[src/rtl/spi_byte_ctrl_pkg.sv]
// spi_byte_ctrl_pkg
//   Shared definitions for the MicroSD SPI byte controller:
//   FSM state encoding and default SD timing (clk cycles per sclk half-period).
package spi_byte_ctrl_pkg;

  typedef enum logic [1:0] {
    ST_IDLE  = 2'd0,
    ST_SHIFT = 2'd1,
    ST_DONE  = 2'd2
  } state_t;

  // Half-period divisors: slow keeps sclk at or below 400 kHz for card init,
  // fast is used once the card has switched to data-transfer mode.
  localparam int SD_DIV_SLOW = 125;
  localparam int SD_DIV_FAST = 2;
  localparam int SD_DIV_W    = 8;

endpackage

[src/rtl/spi_byte_ctrl_sclk_divider.sv]
// spi_byte_ctrl_sclk_divider
//   Generates the SPI clock from clk while run=1. The counter runs
//   0..DIV-1 per half-period and sclk toggles at terminal count. When run=0
//   the counter and sclk are held at zero, so every transfer starts with a
//   full low half-period.
// Ports
//   clk      in  system clock
//   reset    in  synchronous active-high reset
//   run      in  1 while the controller is shifting
//   slow_sel in  1: use DIV_SLOW, 0: use DIV_FAST (held stable by the caller)
//   sclk     out registered SPI clock, low when idle
//   rise     out sclk goes high at the coming clk edge
//   fall     out sclk goes low at the coming clk edge
module spi_byte_ctrl_sclk_divider
  import spi_byte_ctrl_pkg::*;
#(
  parameter int DIV_SLOW = SD_DIV_SLOW,
  parameter int DIV_FAST = SD_DIV_FAST,
  parameter int DW       = SD_DIV_W
) (
  input  logic clk,
  input  logic reset,
  input  logic run,
  input  logic slow_sel,
  output logic sclk,
  output logic rise,
  output logic fall
);

  localparam logic [DW-1:0] LAST_SLOW = DW'(DIV_SLOW - 1);
  localparam logic [DW-1:0] LAST_FAST = DW'(DIV_FAST - 1);

  logic [DW-1:0] div_cnt;
  logic [DW-1:0] div_last;
  logic          tc;

  assign div_last = slow_sel ? LAST_SLOW : LAST_FAST;
  assign tc       = run && (div_cnt == div_last);

  // Strobes announce the toggle that happens at the same edge, letting the
  // controller sample miso / advance mosi in lockstep with sclk.
  assign rise = tc && !sclk;
  assign fall = tc && sclk;

  always_ff @(posedge clk) begin
    if (reset || !run) begin
      div_cnt <= '0;
      sclk    <= 1'b0;
    end else if (tc) begin
      div_cnt <= '0;
      sclk    <= ~sclk;
    end else begin
      div_cnt <= div_cnt + 1'b1;
    end
  end

endmodule

[src/rtl/spi_byte_ctrl.sv]
// spi_byte_ctrl
//   Runs one N-bit SPI mode-0 transfer per start pulse on the MicroSD path.
//   tx_data is shifted out MSB-first on mosi (changed on sclk falling),
//   miso is shifted into rx_data (sampled on sclk rising).
// Ports
//   clk, reset  system clock, synchronous active-high reset
//   start       begin a transfer (ignored while busy)
//   slow        divider select, latched at start
//   cs_en       1: assert cs_n for this transfer, 0: dummy clocks with cs_n high
//   cs_release  in IDLE without start, drive cs_n high
//   tx_data     byte to send, latched at start
//   rx_data     received byte, updated in DONE only
//   busy        transfer in progress (SHIFT and DONE)
//   done        one-cycle completion pulse, rx_data valid with it
//   sclk, mosi, miso, cs_n  card pins
module spi_byte_ctrl
  import spi_byte_ctrl_pkg::*;
#(
  parameter int N        = 8,
  parameter int DIV_SLOW = SD_DIV_SLOW,
  parameter int DIV_FAST = SD_DIV_FAST,
  parameter int DW       = SD_DIV_W
) (
  input  logic         clk,
  input  logic         reset,
  input  logic         start,
  input  logic         slow,
  input  logic         cs_en,
  input  logic         cs_release,
  input  logic [N-1:0] tx_data,
  output logic [N-1:0] rx_data,
  output logic         busy,
  output logic         done,
  output logic         sclk,
  output logic         mosi,
  input  logic         miso,
  output logic         cs_n
);

  localparam int            BW       = (N > 2) ? $clog2(N) : 1;
  localparam logic [BW-1:0] LAST_BIT = BW'(N - 1);

  state_t        state, state_nxt;
  logic          busy_nxt, done_nxt, cs_n_nxt, mosi_nxt;
  logic [N-1:0]  rx_data_nxt;
  logic [N-1:0]  tx_sh, tx_sh_nxt;
  logic [N-1:0]  rx_sh, rx_sh_nxt;
  logic [BW-1:0] bit_cnt, bit_cnt_nxt;
  logic          slow_q, slow_nxt;
  logic          run, rise, fall;

  assign run = (state == ST_SHIFT);

  spi_byte_ctrl_sclk_divider #(
    .DIV_SLOW (DIV_SLOW),
    .DIV_FAST (DIV_FAST),
    .DW       (DW)
  ) u_div (
    .clk      (clk),
    .reset    (reset),
    .run      (run),
    .slow_sel (slow_q),
    .sclk     (sclk),
    .rise     (rise),
    .fall     (fall)
  );

  // State and registered outputs
  always_ff @(posedge clk) begin
    if (reset) begin
      state   <= ST_IDLE;
      busy    <= 1'b0;
      done    <= 1'b0;
      cs_n    <= 1'b1;
      mosi    <= 1'b1;
      rx_data <= '0;
      tx_sh   <= '0;
      rx_sh   <= '0;
      bit_cnt <= '0;
      slow_q  <= 1'b0;
    end else begin
      state   <= state_nxt;
      busy    <= busy_nxt;
      done    <= done_nxt;
      cs_n    <= cs_n_nxt;
      mosi    <= mosi_nxt;
      rx_data <= rx_data_nxt;
      tx_sh   <= tx_sh_nxt;
      rx_sh   <= rx_sh_nxt;
      bit_cnt <= bit_cnt_nxt;
      slow_q  <= slow_nxt;
    end
  end

  // Next state
  always_comb begin
    state_nxt = state;
    case (state)
      ST_IDLE:  if (start) state_nxt = ST_SHIFT;
      ST_SHIFT: if (fall && (bit_cnt == LAST_BIT)) state_nxt = ST_DONE;
      ST_DONE:  state_nxt = ST_IDLE;
      default:  state_nxt = ST_IDLE;
    endcase
  end

  // Next values of the registered outputs and datapath
  always_comb begin
    busy_nxt    = (state_nxt != ST_IDLE);
    done_nxt    = (state_nxt == ST_DONE);
    cs_n_nxt    = cs_n;
    mosi_nxt    = mosi;
    rx_data_nxt = rx_data;
    tx_sh_nxt   = tx_sh;
    rx_sh_nxt   = rx_sh;
    bit_cnt_nxt = bit_cnt;
    slow_nxt    = slow_q;
    case (state)
      ST_IDLE: begin
        mosi_nxt = 1'b1;
        if (start) begin
          tx_sh_nxt   = tx_data;
          rx_sh_nxt   = '0;
          slow_nxt    = slow;
          cs_n_nxt    = ~cs_en;
          mosi_nxt    = tx_data[N-1];
          bit_cnt_nxt = '0;
        end else if (cs_release) begin
          cs_n_nxt = 1'b1;
        end
      end
      ST_SHIFT: begin
        if (rise) rx_sh_nxt = {rx_sh[N-2:0], miso};
        if (fall) begin
          if (bit_cnt == LAST_BIT) begin
            // Last bit's rising sample already landed in rx_sh.
            rx_data_nxt = rx_sh;
            mosi_nxt    = 1'b1;
          end else begin
            bit_cnt_nxt = bit_cnt + 1'b1;
            tx_sh_nxt   = {tx_sh[N-2:0], 1'b1};
            mosi_nxt    = tx_sh[N-2];
          end
        end
      end
      ST_DONE: begin
        mosi_nxt = 1'b1;
      end
      default: ;
    endcase
  end

endmodule

[config.mk]
export PLATFORM = sky130hd
export DESIGN_NAME = spi_byte_ctrl
export DESIGN_NICKNAME = d
export VERILOG_FILES = /design/src/rtl/spi_byte_ctrl_pkg.sv /design/src/rtl/spi_byte_ctrl_sclk_divider.sv /design/src/rtl/spi_byte_ctrl.sv
export SDC_FILE = /design/constraint.sdc
export NUM_CORES = 1
export LEC_CHECK = 0
export ABC_AREA = 0
export ABC_CLOCK_PERIOD_IN_PS = 1900
export CORE_MARGIN = 2
export CORE_UTILIZATION = 30
export CTS_BUF_LIST = sky130_fd_sc_hd__clkbuf_2
export CTS_CLUSTER_DIAMETER = 100
export CTS_CLUSTER_SIZE = 20
export DETAILED_ROUTE_END_ITERATION = 8
export HOLD_SLACK_MARGIN = 0.02
export PLACE_DENSITY = 0.62
export SYNTH_ARGS = -nofsm -noshare
export SYNTH_HDL_FRONTEND = slang
export SYNTH_SLANG_ARGS = --single-unit
[constraint.sdc]
create_clock -name clk -period 1.9 [get_ports clk]
set_input_delay 0.285 -clock clk [delete_from_list [all_inputs] [get_ports clk]]
set_output_delay 0.285 -clock clk [all_outputs]
set_load 0.1 [all_outputs]
Word-level counts from Yosys, hierarchy flattened --
Cells that the tools add are included.
Cells by class: mux-type cells 21, reduce and logical (&&, ||, !) cells 19, add/sub/neg operators 2, bitwise logic cells 2, equality and inequality tests 9
Operators with widths (number):
- $mux 7 | 4
- $mux 8 | 2
- $pmux 8 s2 | 1
- $pmux 7 s2 | 1
- $mux 3 | 3
- $add 8x1->8 const B | 1
- $eq 8x8->1 | 1
- $ne 2x2->1 const B | 4
- $pmux 3 s2 | 1
- $reduce_and 2->1 | 3
- $reduce_and 3->1 | 2
- $reduce_bool 2->1 | 3
- $mux 1 | 5
- $eq 2x2->1 const B | 2
- $logic_and 1x1->1 | 4
- $mux 2 | 2
- $pmux 2 s2 | 1
- $reduce_and 4->1 | 1
- $add 3x1->3 const B | 1
- $eq 3x3->1 const B | 1
- $pmux 1 s3 | 1
- $reduce_bool 3->1 | 1
- $eq 2x1->1 const B | 1
- $logic_not 1->1 | 2
- 4 further kinds | 5
Word-level totals: input port bits 15, output and inout bits 13, flip-flop bits (word level) 42

Logic depth before layout (Yosys ltp) --
depth in word-level cells 8, depth in mapped cells 8

Modules after synthesis --
A second synthesis with hierarchy kept.
Unflattened totals: cells, all modules 211, area total of the unflattened synthesis 2000.7 µm²
By module, submodules not included:
- spi_byte_ctrl | instances 1, seq. area each 660.6 µm², cells an instance 164, area an instance 1565.3 µm²
- spi_byte_ctrl_sclk_divider | instances 1, seq. area each 180.2 µm², cells an instance 47, area an instance 435.4 µm²

Least setup slack after synthesis --
OpenSTA, ideal clock, no wires.
path type register to register, start point register u_div.sclk, end point register tx_sh[1], path buffers 0, clock period less this slack 2080 ps, setup time 132 ps, arrival 1948 ps, cell stages (with the launch flop) 6, path slack -180 ps, required time 1768 ps, cells stage by stage dfxtp_1 -> nand2_1 -> nor3_1 -> o211ai_1 -> a221oi_1 -> nor3_1
Between the ends: word-level cells in the longest chain between the ends 3
Ends and longest elaborated chain:
- from (decl) | line spi_byte_ctrl_sclk_divider.sv:25 | output logic sclk,
- from (signal assigned) | line spi_byte_ctrl_sclk_divider.sv:51 | sclk <= ~sclk;
- $logic_and 1x1->1 | line spi_byte_ctrl_sclk_divider.sv:43 | assign fall = tc && sclk;
- $ne 2x2->1 (no source line)
- $reduce_and 4->1 (no source line)
- to (signal assigned) | line spi_byte_ctrl.sv:88 | tx_sh <= tx_sh_nxt;
- to (decl) | line spi_byte_ctrl.sv:46 | logic [N-1:0] tx_sh, tx_sh_nxt;
No other way between the ends. A chain may end at the register's enable or synchronous reset.

Final worst setup path --
start point register u_div.div_cnt[4], end point register rx_sh[1]
Between the ends: word-level cells in the longest chain between the ends 5
Ends and longest elaborated chain:
- from (decl) | line spi_byte_ctrl_sclk_divider.sv:33 | logic [DW-1:0] div_cnt;
- from (signal assigned) | line spi_byte_ctrl_sclk_divider.sv:53 | div_cnt <= div_cnt + 1'b1;
- $eq 8x8->1 | line spi_byte_ctrl_sclk_divider.sv:38 | assign tc = run && (div_cnt == div_last);
- $logic_and 1x1->1 | line spi_byte_ctrl_sclk_divider.sv:38
- $logic_and 1x1->1 | line spi_byte_ctrl_sclk_divider.sv:42 | assign rise = tc && !sclk;
- $ne 2x2->1 (no source line)
- $reduce_and 3->1 (no source line)
- to (signal assigned) | line spi_byte_ctrl.sv:89 | rx_sh <= rx_sh_nxt;
- to (decl) | line spi_byte_ctrl.sv:47 | logic [N-1:0] rx_sh, rx_sh_nxt;
No other way between the ends.

==> metrics <==
outcome finished with violations; failing checks negative setup slack; GRT Util Overall 12.1%; fin crit share 104%; DIE WIDTH 83.3 µm; DR WL/cell 12.2 µm; reg2reg setup slack -0.08 ns; Num CTS Buffers 5; count of final setup violators 13; pin count of the biggest net entering global routing 24; # DRC 0; CTS tree built; Final Skew 0.00868 ns; fin nets ~280; min Tclk post-route slightly below 2 ns; Iteration-0 DRC Markers 86; hold endpoint rx_sh[0]; initial antenna violation count 0; port bufs 27; CP Depth 6; Worst-Skew Late Latency 0.40 ns; vias in the first global route between 1500 and 2000; GRT overflow 0; number of vias per cell approximately 4.9; root buf cell clkbuf_2; CP Max Fanout 8; Setup WS post-layout -0.0769 ns; critical path buffer and inverter count 1; register area share after synthesis 44.6%; leakage 1.09 nW; Synth Area per Inst 8.97 µm²; Cells after Synth 210; GPL Wtd Cong 0.762; post-route cell area about 0.0025 mm²; Yosys reg bits 42; Unique masters post-synth 38; Min-Delay Startpoint miso; Post-synth EDFFs 0; cts hold-fix bufs 0; synth warn 0; first-pass GRT wire length 6.96 mm; CP max stage cell or4b_4; top_reg_cell synth dfxtp_1; Min-Delay Path Class in -> reg; Placement Cell Area 0.00236 mm²; drt first pass iters 4; Final Hold Vio Count 0; total core area approximately 0.006 mm²; crit start category register; Routed Antenna Nets 0; PD cells a little over 700 mW/mm²; Antenna Cells 0; final WL 4.06 mm; max-slew violation count 0; RSZ-0062 raised after global routing yes; Tightest Pin Transition about 0.56 ns; delay-heaviest family, CP simple AND/OR/NAND/NOR gates; detailed placement HPWL between 2 and 3 mm; Mapped Area 0.00188 mm²; placement row count 28; die area just under 0.007 mm²; peak supply drop 0.000480 V; CTS sink cnt 42; fraction of registers with async set/reset 0%; area delta synth->final 35.1%; launching point of the worst reg2reg path u_div.div_cnt[4]; worst r2r path cells 6; vias post-DR ~1600; fraction of layout cells with a size suffix above 1 24.4%; Crit Path Category reg -> reg; CP Capture Type register; htree depth 2; Initial Util 31.5%; CP Data Arrival Time 2.30 ns; Max Root-Sink Buffers 2; worst hold stages 3; IO Pins 28; biggest cell delay along the critical path between 0.5 and 0.6 ns; Worst R2R End rx_sh[1]; max_slew headroom 62.8%; Max-Cap Viols 0; crit path cell chain or4b_4 > nor4_4 > o211ai_2 > or3_1 > buf_6 > mux2i_1; Place WS -0.0933 ns; Required @ worst endpoint 2.22 ns; Fmax 506 MHz; Syn Nets 232; Die Height between 80 and 90 µm; Worst-path clk slew 0.21 ns
[flip-flops by register name, indices dropped and copies added, names as in the netlist]
register,count
mosi,1
u_div.div_cnt,8
rx_sh,8
busy,1
done,1
tx_sh,7
u_div.sclk,1
cs_n,1
state,2
bit_cnt,3
slow_q,1
rx_data,8
[cells in the final DEF, fill, tap and decap left out, drive strengths merged]
cell and count:
a21oi 7, a221oi 6, a31oi 1, and2 1, and3 2, and4 1, and4b 1, buf 37
bufinv 2, clkbuf 5, clkdlybuf4s50 14, clkinv 1, dfxtp 42, ha 7, inv 3, mux2i 17
nand2 24, nand2b 1, nand3 10, nand3b 1, nand4 1, nor2 23, nor2b 9, nor3 15
nor3b 1, nor4 1, nor4b 1, o211a 1, o211ai 3, o21a 2, o21ai 6, o31a 1
or2 1, or3 2, or4b 1, xnor2 2, xor2 5
[cell families (layout without fill, tap and decap cells)]
group / Yosys count / count (layout) / synth area share [%]
simple gates: 96 / 96 / 25.6
flops: 42 / 42 / 44.6
xor+xnor: 7 / 7 / 3.25
fa+ha+maj: 7 / 7 / 4.65
mux: 17 / 17 / 9.03
compound gates: 27 / 27 / 9.83
buf+inv: 14 / 62 / 3.05
[report_power, final]
group / internal, mW / switching [mW]
Combinational: 0.110 / 0.154
Clock: 0.350 / 0.289
Sequential: 0.910 / 0.0189
Total: 1.37 / 0.462
[timing repair]
item | CTS | global route
gates resized for setup | 10 | 6
endpoints found under the setup margin | 14 | 37
buffers inserted | 3 | 0
pin swaps | 1 | 9
cloned | 1 | 0
[worst max-delay path by stage]
stage                     start  endpoint  slack [ns]
3_3_place_gp   u_div.div_cnt[4]  rx_sh[0]       -0.07
2_1_floorplan  u_div.div_cnt[4]  rx_sh[0]       -0.03
6_report       u_div.div_cnt[4]  rx_sh[1]       -0.08
5_1_grt                state[1]  rx_sh[4]       -0.17
4_1_cts        u_div.div_cnt[4]  rx_sh[1]       -0.06
3_5_place_dp   u_div.div_cnt[4]  rx_sh[4]       -0.09
[cells in the mapped netlist, types with 3 or more instances]
cell type | instances | share of area, %
clkbuf_1 | 8 | 1.6
o21ai_0 | 4 | 1.1
a21oi_1 | 7 | 1.9
xor2_1 | 5 | 2.3
dfxtp_1 | 42 | 45
nor2b_1 | 9 | 3.0
ha_1 | 7 | 4.6
nor2_1 | 23 | 4.6
nor3_1 | 15 | 4.0
nand2_1 | 24 | 4.8
inv_1 | 3 | 0.60
nand3_1 | 10 | 2.7
a221oi_1 | 6 | 2.8
mux2i_1 | 17 | 9.0
[layout make-up]
class	instances	area, µm²
fill	606	3450
clock buffer	5	25.0
inverter	3	11.3
tap	75	93.8
timing repair buffer	51	448
clock inverter	3	63.8
multi-input combinational	154	1060
sequential	42	846
[tightest hold or removal path, stage by stage]
cell and delay [ns]:
clkdlybuf4s50_1 0.40, nand2_1 0.06, mux2i_1 0.05
[per-stage QoR]
stage | setup TNS, ns | std cells | utilization [%] | power (mW) | hold WS [ns]
global route | -2.43 | 333 | 42.5 | 1.92 | 0.392
floorplan | -0.234 | 210 | - | 1.10 | 0.424
global placement | -0.547 | 322 | 39.4 | 1.19 | 0.446
detailed placement | -0.800 | 322 | 39.4 | 1.19 | 0.464
finish | -0.695 | 333 | 42.5 | 1.83 | 0.413
CTS | -0.580 | 334 | 42.1 | 1.85 | 0.383
[layer usage]
| layer | track usage (%) | part of all wire [%] | vias to the layer above |
|---|---|---|---|
| li1 | - | - | 827 |
| met1 | 14.4 | 48 | 758 |
| met2 | 21.0 | 47 | 27 |
| met3 | 3.48 | 3.5 | 5 |
| met4 | 3.73 | 1.2 | 0 |
| met5 | 0 | 0 | - |
(Power assumes the default switching activity.)
